`src/rtl/pipeline_pkg.sv`:
```
// Shared widths, encodings and types for the pipelined core.
package pipeline_pkg;

  localparam int unsigned ADDR_W  = 8;
  localparam int unsigned INSTR_W = 8;

  localparam logic [INSTR_W-1:0] NOP_INSTR = '0;

  typedef enum logic [1:0] {
    S_BOOT,
    S_REQ,
    S_HOLD
  } fetch_state_t;

  typedef struct packed {
    logic               valid;
    logic [INSTR_W-1:0] instr;
    logic [ADDR_W-1:0]  pc;
  } if_id_t;

  localparam if_id_t IF_ID_BUBBLE = '{valid: 1'b0, instr: NOP_INSTR, pc: '0};

endpackage

```
`src/rtl/fetch_hold_buf.sv`:
```
// One-entry parking register for a fetched instruction while decode is stalled.
module fetch_hold_buf
  import pipeline_pkg::*;
(
  input  logic               clk,
  input  logic               rst_n,
  input  logic               load,
  input  logic               rel,
  input  logic               clear,
  input  logic [INSTR_W-1:0] load_instr,
  input  logic [ADDR_W-1:0]  load_pc,
  output logic               hold_valid,
  output logic [INSTR_W-1:0] hold_instr,
  output logic [ADDR_W-1:0]  hold_pc
);

  logic               valid_q;
  logic [INSTR_W-1:0] instr_q;
  logic [ADDR_W-1:0]  pc_q;

  always_ff @(posedge clk or negedge rst_n) begin
    if (!rst_n) begin
      valid_q <= 1'b0;
      instr_q <= NOP_INSTR;
      pc_q    <= '0;
    end else if (clear) begin
      valid_q <= 1'b0;
    end else if (load) begin
      valid_q <= 1'b1;
      instr_q <= load_instr;
      pc_q    <= load_pc;
    end else if (rel) begin
      valid_q <= 1'b0;
    end
  end

  assign hold_valid = valid_q;
  assign hold_instr = instr_q;
  assign hold_pc    = pc_q;

endmodule

```
`src/rtl/fetch_stage.sv`:
```
// Instruction fetch: PC, ready-based imem handshake and the IF/ID pipeline register.
module fetch_stage
  import pipeline_pkg::*;
#(
  parameter logic [ADDR_W-1:0] RESET_PC = '0
) (
  input  logic               clk,
  input  logic               rst_n,
  input  logic               stall_if,
  input  logic               stall_id,
  input  logic               redirect_valid,
  input  logic [ADDR_W-1:0]  redirect_pc,
  output logic               imem_req,
  output logic [ADDR_W-1:0]  imem_addr,
  input  logic [INSTR_W-1:0] imem_rdata,
  input  logic               imem_ready,
  output logic               if_id_valid,
  output logic [INSTR_W-1:0] if_id_instr,
  output logic [ADDR_W-1:0]  if_id_pc
);

  fetch_state_t      state_q;
  logic [ADDR_W-1:0] pc_q;
  logic [ADDR_W-1:0] pend_pc_q;
  logic              inflight_q;
  logic              discard_q;
  if_id_t            if_id_q;

  logic               accept;
  logic               hold_load;
  logic               hold_rel;
  logic               hold_valid;
  logic [INSTR_W-1:0] hold_instr;
  logic [ADDR_W-1:0]  hold_pc;

  // A started request stays asserted until ready, regardless of stall_if.
  assign imem_req  = (state_q == S_REQ) && (inflight_q || !stall_if);
  assign imem_addr = pc_q;
  assign accept    = imem_req && imem_ready;

  always_comb begin
    hold_load = 1'b0;
    hold_rel  = 1'b0;
    if (!redirect_valid) begin
      hold_load = (state_q == S_REQ) && accept && !discard_q && stall_id;
      hold_rel  = (state_q == S_HOLD) && !stall_id;
    end
  end

  fetch_hold_buf u_hold_buf (
    .clk        (clk),
    .rst_n      (rst_n),
    .load       (hold_load),
    .rel        (hold_rel),
    .clear      (redirect_valid),
    .load_instr (imem_rdata),
    .load_pc    (pc_q),
    .hold_valid (hold_valid),
    .hold_instr (hold_instr),
    .hold_pc    (hold_pc)
  );

  always_ff @(posedge clk or negedge rst_n) begin
    if (!rst_n) begin
      state_q    <= S_BOOT;
      pc_q       <= RESET_PC;
      pend_pc_q  <= '0;
      inflight_q <= 1'b0;
      discard_q  <= 1'b0;
      if_id_q    <= IF_ID_BUBBLE;
    end else begin
      if (imem_req) inflight_q <= !imem_ready;

      if (redirect_valid) begin
        state_q <= S_REQ;
        if_id_q <= IF_ID_BUBBLE;
        // An unfinished request must still complete; park the target until it does.
        if (imem_req && !imem_ready) begin
          discard_q <= 1'b1;
          pend_pc_q <= redirect_pc;
        end else begin
          discard_q <= 1'b0;
          pc_q      <= redirect_pc;
        end
      end else begin
        case (state_q)
          S_BOOT: state_q <= S_REQ;
          S_REQ: begin
            if (accept) begin
              if (discard_q) begin
                pc_q      <= pend_pc_q;
                discard_q <= 1'b0;
                if_id_q   <= IF_ID_BUBBLE;
              end else begin
                pc_q <= pc_q + ADDR_W'(1);
                if (!stall_id) begin
                  if_id_q <= '{valid: 1'b1, instr: imem_rdata, pc: pc_q};
                end else begin
                  state_q <= S_HOLD;
                end
              end
            end else if (!stall_id) begin
              if_id_q <= IF_ID_BUBBLE;
            end
          end
          S_HOLD: begin
            if (!stall_id) begin
              if_id_q <= '{valid: 1'b1, instr: hold_instr, pc: hold_pc};
              state_q <= S_REQ;
            end
          end
          default: state_q <= S_BOOT;
        endcase
      end
    end
  end

  assign if_id_valid = if_id_q.valid;
  assign if_id_instr = if_id_q.instr;
  assign if_id_pc    = if_id_q.pc;

  // Parking only ever happens from S_REQ, so hold_valid tracks S_HOLD exactly.
  logic unused_hold_valid;
  assign unused_hold_valid = hold_valid;

endmodule

```
`config.mk`:
```
export PLATFORM = sky130hd
export DESIGN_NAME = fetch_stage
export DESIGN_NICKNAME = d
export VERILOG_FILES = /design/src/rtl/pipeline_pkg.sv /design/src/rtl/fetch_hold_buf.sv /design/src/rtl/fetch_stage.sv
export SDC_FILE = /design/constraint.sdc
export NUM_CORES = 1
export LEC_CHECK = 0
export BUFFER_PORTS_ARGS = -buffer_cell sky130_fd_sc_hd__buf_2
export CORE_UTILIZATION = 49
export DETAILED_ROUTE_END_ITERATION = 8
export PLACE_DENSITY = 0.72
export SLEW_MARGIN = 30
export SYNTH_ARGS = -nofsm -noshare
export SYNTH_HDL_FRONTEND = slang
export SYNTH_SLANG_ARGS = --single-unit
export TNS_END_PERCENT = 10
```
`constraint.sdc`:
```
create_clock -name clk -period 1.72 [get_ports clk]
set_input_delay 0.344 -clock clk [delete_from_list [all_inputs] [get_ports clk]]
set_output_delay 0.344 -clock clk [all_outputs]
set_load 0.02 [all_outputs]
```
* Word-level counts from Yosys, hierarchy flattened
Cells that the tools add are included.
Word-level totals: flip-flop bits (word level) 53, bits in latches 0, bits in writable memories 0, bits in read-only memories 0, input bits 22, output and inout port bits 26, word-level logic and storage cells 64, memories kept 0
Operators by class: add/sub/neg operators 1, multipliers 0, divide/modulo/power cells 0, magnitude comparators 0, eq/ne operators 9, shift operators 0, muxes and demuxes 23, bitwise gates (word level) 1, reduce and logical (&&, ||, !) cells 20
Operators by type and width (number):
- $mux 17 | 6
- $mux 8 | 5
- $pmux 17 s2 | 1
- $ne 3x3->1 const B | 4
- $mux 2 | 5
- $add 8x1->8 const B | 1
- $ne 4x4->1 const B | 2
- $reduce_and 4->1 | 2
- $logic_and 1x1->1 | 6
- $pmux 2 s3 | 1
- $reduce_and 2->1 | 3
- $mux 1 | 5
- $reduce_bool 2->1 | 2
- $logic_not 1->1 | 3
- $reduce_and 3->1 | 1
- $reduce_bool 3->1 | 1
- $eq 2x1->1 const B | 1
- $eq 2x2->1 const B | 1
- $logic_not 2->1 | 1
- $ne 2x2->1 const B | 1
- $logic_or 1x1->1 | 1
- $not 1->1 | 1

* Longest topological paths before layout
depth after elaboration 9, depth in mapped cells 7, gate-level depth less buffers 5

* Cells and area by module
Synthesis repeated with hierarchy kept, for this count alone.
Second synthesis, totals: cell total of the unflattened synthesis 212, area, all modules 2735.1 µm²
By module, submodules not included:
- fetch_stage | times used 1, cells an instance 173, area an instance 2031.9 µm², seq. area each 925.9 µm²
- fetch_hold_buf | times used 1, cells an instance 39, area an instance 703.2 µm², seq. area each 425.4 µm²

* Least setup slack after synthesis
No wires, ideal clock.
path kind register to register, from register state_q[1], to register u_hold_buf.instr_q[0], in the netlist u_hold_buf.hold_instr[0], library setup time 0.125 ns, arrival time 1.694 ns, data required time 1.595 ns, slack -0.099 ns, stages on the path, launching flop included 7, buffers on the path 2, period minus slack after synthesis 1.819 ns, cells stage by stage dfrtp_1 -> nand2b_1 -> clkbuf_1 -> nor4_4 -> nand3_4 -> buf_6 -> mux2_4
On the way: word-level cells in the longest chain between the ends 8
Ends and longest elaborated chain:
- from (decl) | RTL line fetch_stage.sv:22 | fetch_state_t state_q;
- from (signal assigned) | RTL line fetch_stage.sv:65 | state_q <= S_BOOT;
- from (signal assigned) | RTL line fetch_stage.sv:75 | state_q <= S_REQ;
- from (signal assigned) | RTL line fetch_stage.sv:87 | S_BOOT: state_q <= S_REQ;
- $eq 2x1->1 (*) | RTL line fetch_stage.sv:37, fetch_stage.sv:45
- $logic_and 1x1->1 | RTL line fetch_stage.sv:37 | assign imem_req = (state_q == S_REQ) && (inflight_q || !stall_if);
- $logic_and 1x1->1 | RTL line fetch_stage.sv:39 | assign accept = imem_req && imem_ready;
- $logic_and 1x1->1 (*) (3 in series) | RTL line fetch_stage.sv:45 | hold_load = (state_q == S_REQ) && accept && !discard_q && stall_id;
- $mux 1 (*) | RTL line fetch_stage.sv:44 | if (!redirect_valid) begin
- $reduce_and 2->1 (no line) (*)
- to (signal assigned) | RTL line fetch_hold_buf.sv:30 | instr_q <= load_instr;
- to (decl) | RTL line fetch_hold_buf.sv:18 | logic [INSTR_W-1:0] instr_q;
Every way passes the cells marked *; elsewhere a longest branch is shown, timed or not. A chain may end at the register's enable or synchronous reset.

* Worst setup path in the final report
from register state_q[1], to register u_hold_buf.pc_q[4], in the netlist u_hold_buf.hold_pc[4]
On the way: word-level cells in the longest chain between the ends 8
Ends and longest elaborated chain:
- $eq 2x1->1 (*) | RTL line fetch_stage.sv:37, fetch_stage.sv:45
- $logic_and 1x1->1 | RTL line fetch_stage.sv:37
- $logic_and 1x1->1 | RTL line fetch_stage.sv:39
- $logic_and 1x1->1 (*) (3 in series) | RTL line fetch_stage.sv:45
- $mux 1 (*) | RTL line fetch_stage.sv:44
- $reduce_and 2->1 (no line) (*)
- to (signal assigned) | RTL line fetch_hold_buf.sv:31 | pc_q <= load_pc;
- to (decl) | RTL line fetch_hold_buf.sv:19 | logic [ADDR_W-1:0] pc_q;
Marked as above.

==> run metrics <==
placer congestion estimate=around 0.8; DRT Pass-1 Iters=4; H-tree depth=2; Final Instance Count excl. Fillers=roughly 340; worst-case clock buffer depth=2; Port-buffer cells=47; Max Cap Viol=0; Yosys top cell by area=dfrtp_1; WP data arrival=roughly 1.9 ns; post-route clock period utilization=0.9654; Syn Area/Cell=approximately 12 um^2; Routed WL per cell=around 16 um; clock slew at the register clock pins of the worst setup and hold paths=~0.09 ns; CP Capture Type=register; CTS tree=built; GR Overflow Total=0; # DRC=0; CP Data Required Time=roughly 1.9 ns; Setup Skew=roughly 0.0096 ns; chip height=around 74 um; worst skew pair latency=slightly above 0.3 ns; Initial Utilization=0.5228; detailed-route via count=between 1500 and 2000; CTS root buffer=clkbuf_8; CP max FO=16; first-pass GRT wire length=between 8000 and 9000 um; CP Class=register to register; largest net degree at the start of global routing=between 50 and 60; hold_buf cts=0; Inserted Diodes=0; Seq/Total Area, Yosys=0.5199; Sink Count=53; fin. max-slew vios=0; Fin. Hold Viols=0; total CTS buffers=5; setup TNS=0 ns; Min Clock Period, post-route=~1.7 ns; setup violators final=0; DRT antenna net count=0; Core Util, Final=0.6426; synthesized area=approximately 0.0026 mm^2; synth unique cells=38; Post-Synthesis Cells=between 200 and 250; core box area=between 0.004 and 0.005 mm^2; Startpoint Class=register; share of cells above drive strength 1=0.4179; Post-DP Area=0.002977 mm^2; initial antenna violation count=0; syn_nets=228; Leak=around 1.5 nW; hold_ws=roughly 0.012 ns; # resized after CTS=6; slew of the pin with the lowest slew margin=between 0.6 and 0.7 ns; Synth area leaders=dfrtp_1 52%, a22o_1 11%, mux2_2 7.9%, mux2_4 5.9%, nand2b_1 1.5%; hold crit path type=primary input to async pin; VDD IR max=approximately 0.8 mV; die area=approximately 0.0055 mm^2; Via density=around 5.7; IO Pins=between 40 and 50; RSZ-0062 raised after global routing=yes; final WL=~5400 um; Initial DRC Count=around 130; FP Rows=25; Inst Count DP=roughly 330; dpl hpwl=between 3000 and 4000 um; Die X=74.16 um; run status=finished, final reports clean; post-CTS setup buffer count=0; NumNets Final=just under 300; synth warn=0; Cell Pwr Density=roughly 1300 mW/mm^2; global router's overall resource usage=0.2125; post-synthesis register bit count=between 50 and 60; max frequency=about 600 MHz; Slew Limit Headroom=0.5610; finished layout cell area=roughly 0.0031 mm^2; Layout area overhead=22.90%; Yosys top cell area share=0.5199; number of global-route vias before repair=roughly 1800
-- layout by cell type (no fill, tap or decap), types with 4 or more instances in the layout --
cell type / netlist / layout
dfrtp_1: 53 / 53
buf_2: 5 / 46
a22o_1: 32 / 32
buf_4: 0 / 19
mux2_2: 18 / 18
mux2_4: 10 / 10
nand2_1: 9 / 9
o21ai_0: 6 / 6
nand2b_1: 6 / 5
nand3_1: 5 / 5
clkbuf_8: 0 / 5
o211ai_1: 4 / 4
-- report_power, final --
group / total, mW / switching [mW] / internal (mW)
registers: 1.78 / 0.234 / 1.55
logic: 1.16 / 0.548 / 0.611
clock network: 0.985 / 0.407 / 0.578
-- through the flow --
step	power [mW]	setup WS, ns
after floorplan	2.528	-0.09919
after global placement	2.908	-0.05301
after detailed placement	2.952	-0.09217
after CTS	3.944	0.01219
after global routing	4.140	-0.03193
final	3.926	0.05958
-- path summary, 6_finish.rpt --
check,from,end,slack [ns],cells after the start
max in group asynchronous,rst_n,if_id_pc[1],1.48,2
setup reg to reg,state_q[1],u_hold_buf.hold_pc[4],0.06,4
hold / removal,rst_n,pend_pc_q[5],0.01,2
min in group clk,redirect_pc[7],imem_addr[7],0.26,3
hold reg to reg,if_id_instr[3],if_id_instr[3],0.51,1
setup / recovery,state_q[1],u_hold_buf.hold_pc[4],0.06,4
-- registers in the layout, summed over array words and instances, names as in the netlist --
name and cells:
u_hold_buf.hold_pc 8, u_hold_buf.hold_instr 8, if_id_valid 1, inflight_q 1
state_q 2, if_id_pc 8, discard_q 1, pend_pc_q 8
if_id_instr 8, imem_addr 8
-- worst max-delay path, cell delays in order, from the launching register on --
cell	delay, ns
dfrtp_1	0.42
nand2b_4	0.19
nor4_4	0.24
nand3_4	0.31
mux2_4	0.38
-- cell usage after synthesis --
library cell and count:
clkbuf_1 6, inv_1 3, mux2_4 10, o211a_1 1, nand4_1 1, buf_6 1
xor2_1 1, a22o_1 32, dfrtp_1 53, mux2i_1 3, xnor2_1 2, a2bb2oi_1 2
nor4_2 1, o211ai_1 4, o21ai_0 6, a22oi_1 2, nand2b_1 6, nor2b_1 3
nand3_1 5, a21oi_1 3, nor3_1 3, mux2_2 18, inv_2 1, a32o_1 1
nand3_4 1, a31oi_1 1, a21o_1 2, o221ai_1 1, a32oi_1 3, nand2_1 9
nor2_1 4, or3_1 1, o31ai_1 2, buf_2 5, nor4_4 1, o21a_1 3
and3_1 3, ha_1 1
-- cell families after synthesis --
| family | share of synthesized area |
|---|---|
| DFF | 0.5199 |
| xor gates and xnor gates | 0.01030 |
| and+or+nand+nor | 0.08926 |
| AOI/OAI and AO/OA | 0.1967 |
| adders and majority gates | 0.004904 |
| muxes | 0.1501 |
| buffers and inverters | 0.02893 |
-- per-layer routing --
metal | part of all wire | track usage | up-vias
li1 | - | - | 899
met1 | 0.47 | 0.2974 | 948
met2 | 0.48 | 0.3323 | 46
met3 | 0.037 | 0.03794 | 9
met4 | 0.014 | 0.07692 | 0
met5 | 0 | 0 | -
-- cell type report --
| cell class | count | area, um^2 |
|---|---|---|
| fill | 402 | 1744 |
| sequential | 53 | 1326 |
| multi-input combinational | 136 | 1172 |
| timing repair buffer | 67 | 404.1 |
| tap | 67 | 83.83 |
| clock buffer | 5 | 68.82 |
| clock inverter | 3 | 65.06 |
| inverter | 4 | 15.01 |
Power figures use the tool's default switching activity.
